File: config.mk
export PLATFORM = sky130hd
export DESIGN_NAME = ir_cmd_queue_flat
export DESIGN_NICKNAME = d
export VERILOG_FILES = /design/src/rtl/ir_cmd_queue_if.sv /design/src/rtl/ir_cmd_queue.sv /design/src/flat_wrapper.sv
export SDC_FILE = /design/constraint.sdc
export NUM_CORES = 1
export LEC_CHECK = 0
export CORE_MARGIN = 2
export CORE_UTILIZATION = 55
export CTS_CLUSTER_DIAMETER = 120
export DETAILED_ROUTE_END_ITERATION = 8
export PLACE_DENSITY = 0.78
export REMOVE_ABC_BUFFERS = 1
export SETUP_SLACK_MARGIN = 0.02
export SYNTH_ARGS = -nofsm -noshare
export SYNTH_HDL_FRONTEND = slang
export SYNTH_SLANG_ARGS = --single-unit
File: constraint.sdc
create_clock -name clk -period 2.5 [get_ports clk]
set_input_delay 0.625 -clock clk [delete_from_list [all_inputs] [get_ports clk]]
set_output_delay 0.625 -clock clk [all_outputs]
set_load 0.005 [all_outputs]
File: src/rtl/ir_cmd_queue_if.sv
// Handshake bundle between the IR receiver, the command queue and its consumers.
// The slave side is the queue itself; the master side is whoever drives the receiver inputs and pops.
interface ir_cmd_queue_if #(
    parameter int DATA_W = 12,
    parameter int DEPTH  = 4
);
    localparam int CNT_W = $clog2(DEPTH + 1);

    logic [DATA_W-1:0] in_data;
    logic              in_rdy;
    logic [DATA_W-1:0] out_data;
    logic              out_valid;
    logic              out_ready;
    logic              new_cmd;
    logic [DATA_W-1:0] last_cmd;
    logic [CNT_W-1:0]  count;
    logic              overflow;

    modport master (
        output in_data, in_rdy, out_ready,
        input  out_data, out_valid, new_cmd, last_cmd, count, overflow
    );

    modport slave (
        input  in_data, in_rdy, out_ready,
        output out_data, out_valid, new_cmd, last_cmd, count, overflow
    );
endinterface

File: src/rtl/ir_cmd_queue.sv
// IR command capture: rising-edge detect on in_rdy, optional auto-repeat filter,
// and a DEPTH-entry FIFO with valid/ready output plus last-command and new_cmd outputs.
module ir_cmd_queue #(
    parameter int DATA_W       = 12,
    parameter int DEPTH        = 4,
    parameter int REPEAT_GAP   = 25_000_000,
    parameter int DROP_REPEATS = 1
) (
    input logic            clk,
    input logic            rst,
    ir_cmd_queue_if.slave  bus
);
    localparam int PTR_W = $clog2(DEPTH);
    localparam int CNT_W = $clog2(DEPTH + 1);
    localparam int GAP_W = $clog2(REPEAT_GAP + 1);
    localparam logic [GAP_W-1:0] GAP_MAX = GAP_W'(REPEAT_GAP);
    localparam logic [CNT_W-1:0] CNT_FULL = CNT_W'(DEPTH);

    logic              rdy_q;
    logic              have_last;
    logic [GAP_W-1:0]  gap;
    logic [DATA_W-1:0] last_cmd_r;
    logic [DATA_W-1:0] mem [DEPTH];
    logic [PTR_W-1:0]  wr_ptr;
    logic [PTR_W-1:0]  rd_ptr;
    logic [CNT_W-1:0]  count_r;
    logic              overflow_r;
    logic              new_cmd_r;

    logic cap;
    logic rep;
    logic accept;
    logic full;
    logic pop;
    logic write;

    always_comb begin
        cap    = bus.in_rdy && !rdy_q;
        rep    = (DROP_REPEATS != 0) && have_last && (bus.in_data == last_cmd_r) && (gap < GAP_MAX);
        accept = cap && !rep;
        full   = (count_r == CNT_FULL);
        pop    = (count_r != '0) && bus.out_ready;
        // A full queue still takes the word when the consumer frees a slot on the same edge.
        write  = accept && (!full || pop);
    end

    always_ff @(posedge clk) begin
        if (rst) begin
            rdy_q      <= 1'b1;
            have_last  <= 1'b0;
            gap        <= GAP_MAX;
            last_cmd_r <= '0;
            wr_ptr     <= '0;
            rd_ptr     <= '0;
            count_r    <= '0;
            overflow_r <= 1'b0;
            new_cmd_r  <= 1'b0;
        end else begin
            rdy_q <= bus.in_rdy;
            if (cap) begin
                gap        <= '0;
                last_cmd_r <= bus.in_data;
                have_last  <= 1'b1;
            end else if (gap != GAP_MAX) begin
                gap <= gap + 1'b1;
            end
            if (write) begin
                wr_ptr <= wr_ptr + 1'b1;
            end
            if (pop) begin
                rd_ptr <= rd_ptr + 1'b1;
            end
            case ({write, pop})
                2'b10:   count_r <= count_r + 1'b1;
                2'b01:   count_r <= count_r - 1'b1;
                default: count_r <= count_r;
            endcase
            if (accept && full && !pop) begin
                overflow_r <= 1'b1;
            end
            new_cmd_r <= write;
        end
    end

    // Storage holds data only; stale entries are never visible because out_data is gated by count.
    always_ff @(posedge clk) begin
        if (write) begin
            mem[wr_ptr] <= bus.in_data;
        end
    end

    assign bus.out_data  = (count_r != '0) ? mem[rd_ptr] : '0;
    assign bus.out_valid = (count_r != '0);
    assign bus.new_cmd   = new_cmd_r;
    assign bus.last_cmd  = last_cmd_r;
    assign bus.count     = count_r;
    assign bus.overflow  = overflow_r;
endmodule

File: src/flat_wrapper.sv
// flat-port wrapper written by rule: the top's interface ports become plain ports
module ir_cmd_queue_flat 
#(
    parameter int DATA_W       = 12,
    parameter int DEPTH        = 4,
    parameter int REPEAT_GAP   = 25_000_000,
    parameter int DROP_REPEATS = 1
)
  (clk, rst, bus_in_data, bus_in_rdy, bus_out_ready, bus_out_data, bus_out_valid, bus_new_cmd, bus_last_cmd, bus_count, bus_overflow);
  ir_cmd_queue_if #(.DATA_W(DATA_W), .DEPTH(DEPTH)) bus_i ();
  input logic clk;
  input logic rst;
  input wire logic [$bits(bus_i.in_data)-1:0] bus_in_data;
  input wire logic [$bits(bus_i.in_rdy)-1:0] bus_in_rdy;
  input wire logic [$bits(bus_i.out_ready)-1:0] bus_out_ready;
  output wire logic [$bits(bus_i.out_data)-1:0] bus_out_data;
  output wire logic [$bits(bus_i.out_valid)-1:0] bus_out_valid;
  output wire logic [$bits(bus_i.new_cmd)-1:0] bus_new_cmd;
  output wire logic [$bits(bus_i.last_cmd)-1:0] bus_last_cmd;
  output wire logic [$bits(bus_i.count)-1:0] bus_count;
  output wire logic [$bits(bus_i.overflow)-1:0] bus_overflow;
  assign bus_i.in_data = bus_in_data;
  assign bus_i.in_rdy = bus_in_rdy;
  assign bus_i.out_ready = bus_out_ready;
  assign bus_out_data = bus_i.out_data;
  assign bus_out_valid = bus_i.out_valid;
  assign bus_new_cmd = bus_i.new_cmd;
  assign bus_last_cmd = bus_i.last_cmd;
  assign bus_count = bus_i.count;
  assign bus_overflow = bus_i.overflow;
  ir_cmd_queue #(.DATA_W(DATA_W), .DEPTH(DEPTH), .REPEAT_GAP(REPEAT_GAP), .DROP_REPEATS(DROP_REPEATS)) u_core (.clk(clk), .rst(rst), .bus(bus_i));
endmodule
After elaboration in Yosys (flattened, before gate mapping)
Memory sizes are Yosys's and may differ from the RTL's. A register that Yosys moved wholly into a read port is not among the register bits.
Index checks and enable logic that the tools add are counted.

operators by class
  equal/unequal tests = 5
  div/mod/pow operators = 0
  mux-type cells = 8
  $add $sub $neg = 5
  bitwise logic cells = 0
  $lt $le $gt $ge = 1
  shift operators = 0
  $mul = 0
  reductions and logical operators = 17

operators by type and width
  cell                                                  number
  2-to-1 mux 25 bit                                     2
  adder 25 x 1 -> 25 bit (second input constant)        1
  < comparator 25 bit (second input constant)           1
  != test 25 bit (second input constant)                1
  equality test 12 bit                                  1
  2-to-1 mux 12 bit                                     1
  logical AND 1 bit                                     8
  one-hot mux 3 bit (2 select lines)                    1
  adder 2 x 1 -> 2 bit (second input constant)          2
  zero test 1 bit                                       4
  2-to-1 mux 2 bit                                      2
  nonzero test 2 bit                                    2
  adder 3 x 1 -> 3 bit (second input constant)          1
  equality test 3 bit (second input constant)           1
  nonzero test 3 bit                                    1
  subtractor 3 x 1 -> 3 bit (second input constant)     1
  equality test 2 x 1 -> 1 bit (second input constant)  1
  equality test 2 bit (second input constant)           1
  2-to-1 mux 1 bit                                      2
  OR reduction 2 bit                                    1
  logical OR 1 bit                                      1

word-level totals
  memories = 1
  memory bits (read-only) = 0
  bits in writable memories = 48
  output and inout port bits = 30
  bits in latches = 0
  input bits = 16
  register bits after elaboration = 48

memories
  name        depth  bits a word  read ports  clocked after memory_dff  write ports  line                source
  u_core.mem  4      12           1           1                         1            ir_cmd_queue.sv:23  logic [DATA_W-1:0] mem [DEPTH];

Depth between registers and ports, before layout
  word-level depth = 8
  mapped depth = 10

Worst setup path after synthesis
Ideal clock, no wire load.

  path type = reg2reg
  start point = register u_core.gap[12]
  end point = memory u_core.mem[0][0], enable pin
  stages on the path, launching flop included = 8
  arrival = 1.852 ns
  data required time = 2.145 ns
  setup slack = 0.294 ns
  setup time = 0.355 ns
  path buffers = 1
  cell sequence = dfxtp_1 > and3_1 > buf_4 > a21oi_1 > a211o_1 > a31oi_4 > and2b_1 > and2_1

on the way
  cells in the longest elaborated chain, start to end = 7

RTL lines
  item                                    line                source
  start, declared                         ir_cmd_queue.sv:21  logic [GAP_W-1:0] gap;
  start signal, assigned                  ir_cmd_queue.sv:65  gap <= gap + 1'b1;
  < comparator 25 bit                     ir_cmd_queue.sv:39  rep = (DROP_REPEATS != 0) && have_last && (bus.in_data == last_cmd_r) && (gap < GAP_MAX);
  logical AND 1 bit                       ir_cmd_queue.sv:39
  zero test 1 bit                         ir_cmd_queue.sv:40  accept = cap && !rep;
  logical AND 1 bit                       ir_cmd_queue.sv:40
  logical AND 1 bit                       ir_cmd_queue.sv:44  write = accept && (!full || pop);
  2-to-1 mux 1 bit                        ir_cmd_queue.sv:87  if (write) begin
  2-to-1 mux 1 bit (implied by the code)  ir_cmd_queue.sv:88  mem[wr_ptr] <= bus.in_data;
  end, declared                           ir_cmd_queue.sv:23

Every way passes these cells.

Worst setup path after layout
  start point = input port bus_in_data[4]
  end point = register u_core.count_r[2] (netlist: u_core.bus.count[2])

on the way
  cells in the longest elaborated chain, start to end = 8
  elaborated cells on any way between the ends = 10
  those cells by class = 3 x eq/ne; 1 x mux; 6 x reduce/logical

RTL lines
  item                                                                             line                source
  start, declared                                                                  flat_wrapper.sv:13  input wire logic [$bits(bus_i.in_data)-1:0] bus_in_data;
  equality test 12 bit *                                                           ir_cmd_queue.sv:39
  logical AND 1 bit * (2 in series)                                                ir_cmd_queue.sv:39
  zero test 1 bit *                                                                ir_cmd_queue.sv:40
  logical AND 1 bit *                                                              ir_cmd_queue.sv:40
  logical AND 1 bit *                                                              ir_cmd_queue.sv:44
  equality test 2 x 1 -> 1 bit / equality test 2 bit (equally long branches)       ir_cmd_queue.sv:73  case ({write, pop})
  one-hot mux 3 bit (2 select lines) / nonzero test 2 bit (equally long branches)  --
  end signal, assigned                                                             ir_cmd_queue.sv:74  2'b10: count_r <= count_r + 1'b1;
  end signal, assigned                                                             ir_cmd_queue.sv:75  2'b01: count_r <= count_r - 1'b1;
  end signal, assigned                                                             ir_cmd_queue.sv:76  default: count_r <= count_r;
  end, declared                                                                    ir_cmd_queue.sv:26  logic [CNT_W-1:0] count_r;

Mark *: on every way between the ends. The rest lies on a longest branch, timed or not.
A chain may end at the register's enable or synchronous reset.

==> impl_metrics.yaml <==
status:
  outcome: "completed"
finish:
  design_area_sq_um: 5370
  final_cells: 543
  nNetsFinal: 459
  diodes: 0
  syn_to_final_growth_pct: 25.5
  layout-drive-gt1-share: 0.211
sta:
  finalSetupTns_ps: 0
  drv_slew: 0
  hold_viol_final: 0
  min_period_ps: 2470
  finalCritPeriodShare: 0.988
  rsz0062_at_grt: "true"
  slew_headroom: 0.594
  fmax_mhz: 405
  setup_viol: 0
  skew_ps: 20.0
  tightest_slew_ps: 603
power_and_ir_drop:
  p_clk_frac: 0.226
  switching_power_mw: 1.18
  swShare: 0.287
  p_seq_frac: 0.454
  power_density_nw_per_um2: 767
  p_int_mw: 2.94
  vdd_drop_max_mv: 0.358
  p_comb_frac: 0.320
  power_mw: 4.12
  leakage_nw: 1.94
global_routing:
  grt_pass1_vias: 2956
  grt_start_max_net_pins: 35
  antenna_found_initial: 0
  grt_pass1_wl_mm: 14.1
  grt_overflow_total: 0
  groute.usage.overall: 0.214
die:
  io-pin-count: 46
  die-height_um: 92.2
  initial_core_util: 0.560
  core_area_sq_um: 7650
  dieArea_sq_um: 8510
  row_count: 32
  die_x_um: 92.2
cts:
  cts_num_sinks: 98
  cts_tree: "built"
  numCtsBuffers: 9
  cts_buffer_depth: 2
  cts-root-buf: "clkbuf_8"
  htree_levels: 3
  clk_latency_ps: 360
  postCtsHoldBufs: 0
  clkTransAtPathRegs_ps: 90
setup_path:
  worst_ep_arrival_time_ps: 2760
  required_ps: 2790
  r2r_start: "u_core.gap[20]$_SDFFE_PP1P_"
  path_max_fanout: 4
  reg2regPathDepth: 9
  worstReg2RegEnd: "u_core.bus.count[2]$_SDFFE_PP0P_"
  reg2reg_slack_ps: 320
  worst_setup_path_start_kind: "primary input"
  endpoint_kind: "flop"
  worst-setup-path-type: "in2reg"
logic_synthesis:
  synth_edf_count: 48
  synth_area_per_cell_sq_um: 11.9
  ys_warn_count: 0
  synth_top_family_by_area: "simple AND/OR/NAND/NOR gates"
  synth_xor_area_frac: 0.0716
  ys_top_cells_by_count: "dfxtp_1, edfxtp_1, nand2_1"
  ys_top_cells_by_area: "edfxtp_1, dfxtp_1, mux4_2"
  synthAdderAreaFrac: 0.0222
  synth_compound_area_frac: 0.0605
  postSynth.asyncResetShare: 0
  ys_ff_latch: 98
  synth_most_common_cell: "dfxtp_1"
  synthFlopType: "dfxtp_1"
  synth_area_sq_um: 4280
  yosysTopAreaCell: "edfxtp_1"
  synthSimpleGateAreaFrac: 0.178
  synth_top_area_frac: 0.337
  synthMuxAreaShare: 0.0754
  ys_seq_area_frac: 0.570
  synth_cell_types: 46
  netlist_instances: 361
hold_path:
  min_path_type: "reg2reg"
  worstHoldEndpoint: "u_core.bus.overflow$_SDFFE_PP0P_"
  hold_start: "u_core.bus.overflow$_SDFFE_PP0P_"
  hold-path-cell-count: 2
route:
  first_pass_iters: 5
  wl_per_cell_um: 15.9
  ant_nets: 0
  wl_mm: 8.63
  via_count: 2985
  drc: 0
  viasPerCell: 5.50
  drt-initial-drc-count: 202
place:
  hpwl_mm: 5.89
  gp_congestion: 0.779
  placed_area_sq_um: 5080
  port_buffers: 45
  place_inst: 521
job:
  drv_cap: 0
## per-stage QoR
step | hold slack (ps) | setup WS, ps | util
6_report | 475 | 30.1 | 0.703
5_1_grt | 518 | -80.7 | 0.703
4_1_cts | 482 | -18.0 | 0.698
3_5_place_dp | 458 | -473 | 0.664
3_3_place_gp | 450 | -396 | 0.664
2_1_floorplan | 440 | 187 | -
## cell usage in the layout (no fill, tap or decap), drive strengths merged, types with 2 or more instances in the layout
cell type | netlist | layout
nand2 | 39 | 39
nand4 | 10 | 10
nor2 | 27 | 27
nor2b | 3 | 3
mux2 | 2 | 2
a21oi | 18 | 18
mux4 | 12 | 12
ha | 6 | 6
or3 | 4 | 4
inv | 6 | 9
nor3b | 2 | 2
nand2b | 7 | 7
nor4 | 6 | 6
clkbuf | 11 | 16
clkinvlp | 0 | 2
dfxtp | 50 | 50
dlymetal6s2s | 0 | 4
and3 | 4 | 4
o21bai | 2 | 2
edfxtp | 48 | 48
and2 | 17 | 17
buf | 6 | 36
xnor2 | 23 | 23
dlygate4sd2 | 0 | 7
o21ai | 4 | 4
nand3 | 12 | 12
clkdlybuf4s50 | 0 | 28
a211o | 2 | 2
mux2i | 3 | 3
a21o | 10 | 10
xor2 | 12 | 12
## how the worst max path moves through the flow
| stage | end | startpoint |
|---|---|---|
| after floorplan | u_core.mem[0][0]$_DFFE_PP_ | bus_in_rdy |
| after global placement | u_core.mem[2][3]$_DFFE_PP_ | bus_in_data[7] |
| after detailed placement | u_core.mem[2][0]$_DFFE_PP_ | bus_in_data[7] |
| after CTS | bus_out_data[9] | flop |
| after global routing | u_core.bus.count[2]$_SDFFE_PP0P_ | bus_in_data[4] |
| final | u_core.bus.count[2]$_SDFFE_PP0P_ | bus_in_data[4] |
## layout make-up
type | count | area, sq um
multi-input cells | 240 | 1820
clock buffers | 10 | 128
inverters | 6 | 22.5
fillers | 542 | 2270
well taps | 102 | 128
repair buffers | 81 | 782
clock inverters | 6 | 50.0
flip-flops and latches | 98 | 2450
## power by group through the flow
stage               sequential, mW  clock (mW)  combinational [mW]
finish                        1.87       0.931                1.32
global route                  1.88        1.01                1.43
CTS                           1.87       0.952                1.30
detailed placement            1.89           0                1.21
global placement              1.88           0                1.19
floorplan                     1.92           0               0.542
## sequential cells by signal (all words and copies together), names as in the netlist, 2 cells and up, named ones only
signal               cells
u_core.wr_ptr            2
u_core.rd_ptr            2
u_core.mem              48
u_core.bus.last_cmd     12
u_core.bus.count         3
u_core.gap              25
## critical path: stages
cell and delay (ps):
clkdlybuf4s50_1 470, xnor2_2 230, nand3_2 140, nor4_4 340, a31oi_4 140, nor2_2 150, fa_2 240, nor3b_1 220
nand3_1 110, nand4_1 90
## kinds of logic (layout without fill, tap and decap cells)
logic type | count (synthesis) | in the layout
AOI/OAI and AO/OA | 39 | 39
xor gates and xnor gates | 35 | 35
adders and majority gates | 7 | 7
buffers and inverters | 23 | 103
DFF | 98 | 98
muxes | 17 | 17
and+or+nand+nor | 142 | 142
## layer usage
metal	vias up	GRT usage	wire length, um
met5	-	0	0
met4	0	0.0672	74
met3	6	0.0271	393
met2	75	0.387	4570
met1	1472	0.267	3600
li1	1432	-	-
## what timing repair did
item,CTS,global route
pin swaps,5,6
buffers inserted,5,0
gates resized for setup,27,23
setup endpoints to repair,65,58
cloned,1,0
No activity file was read; power rests on OpenSTA's default activity.
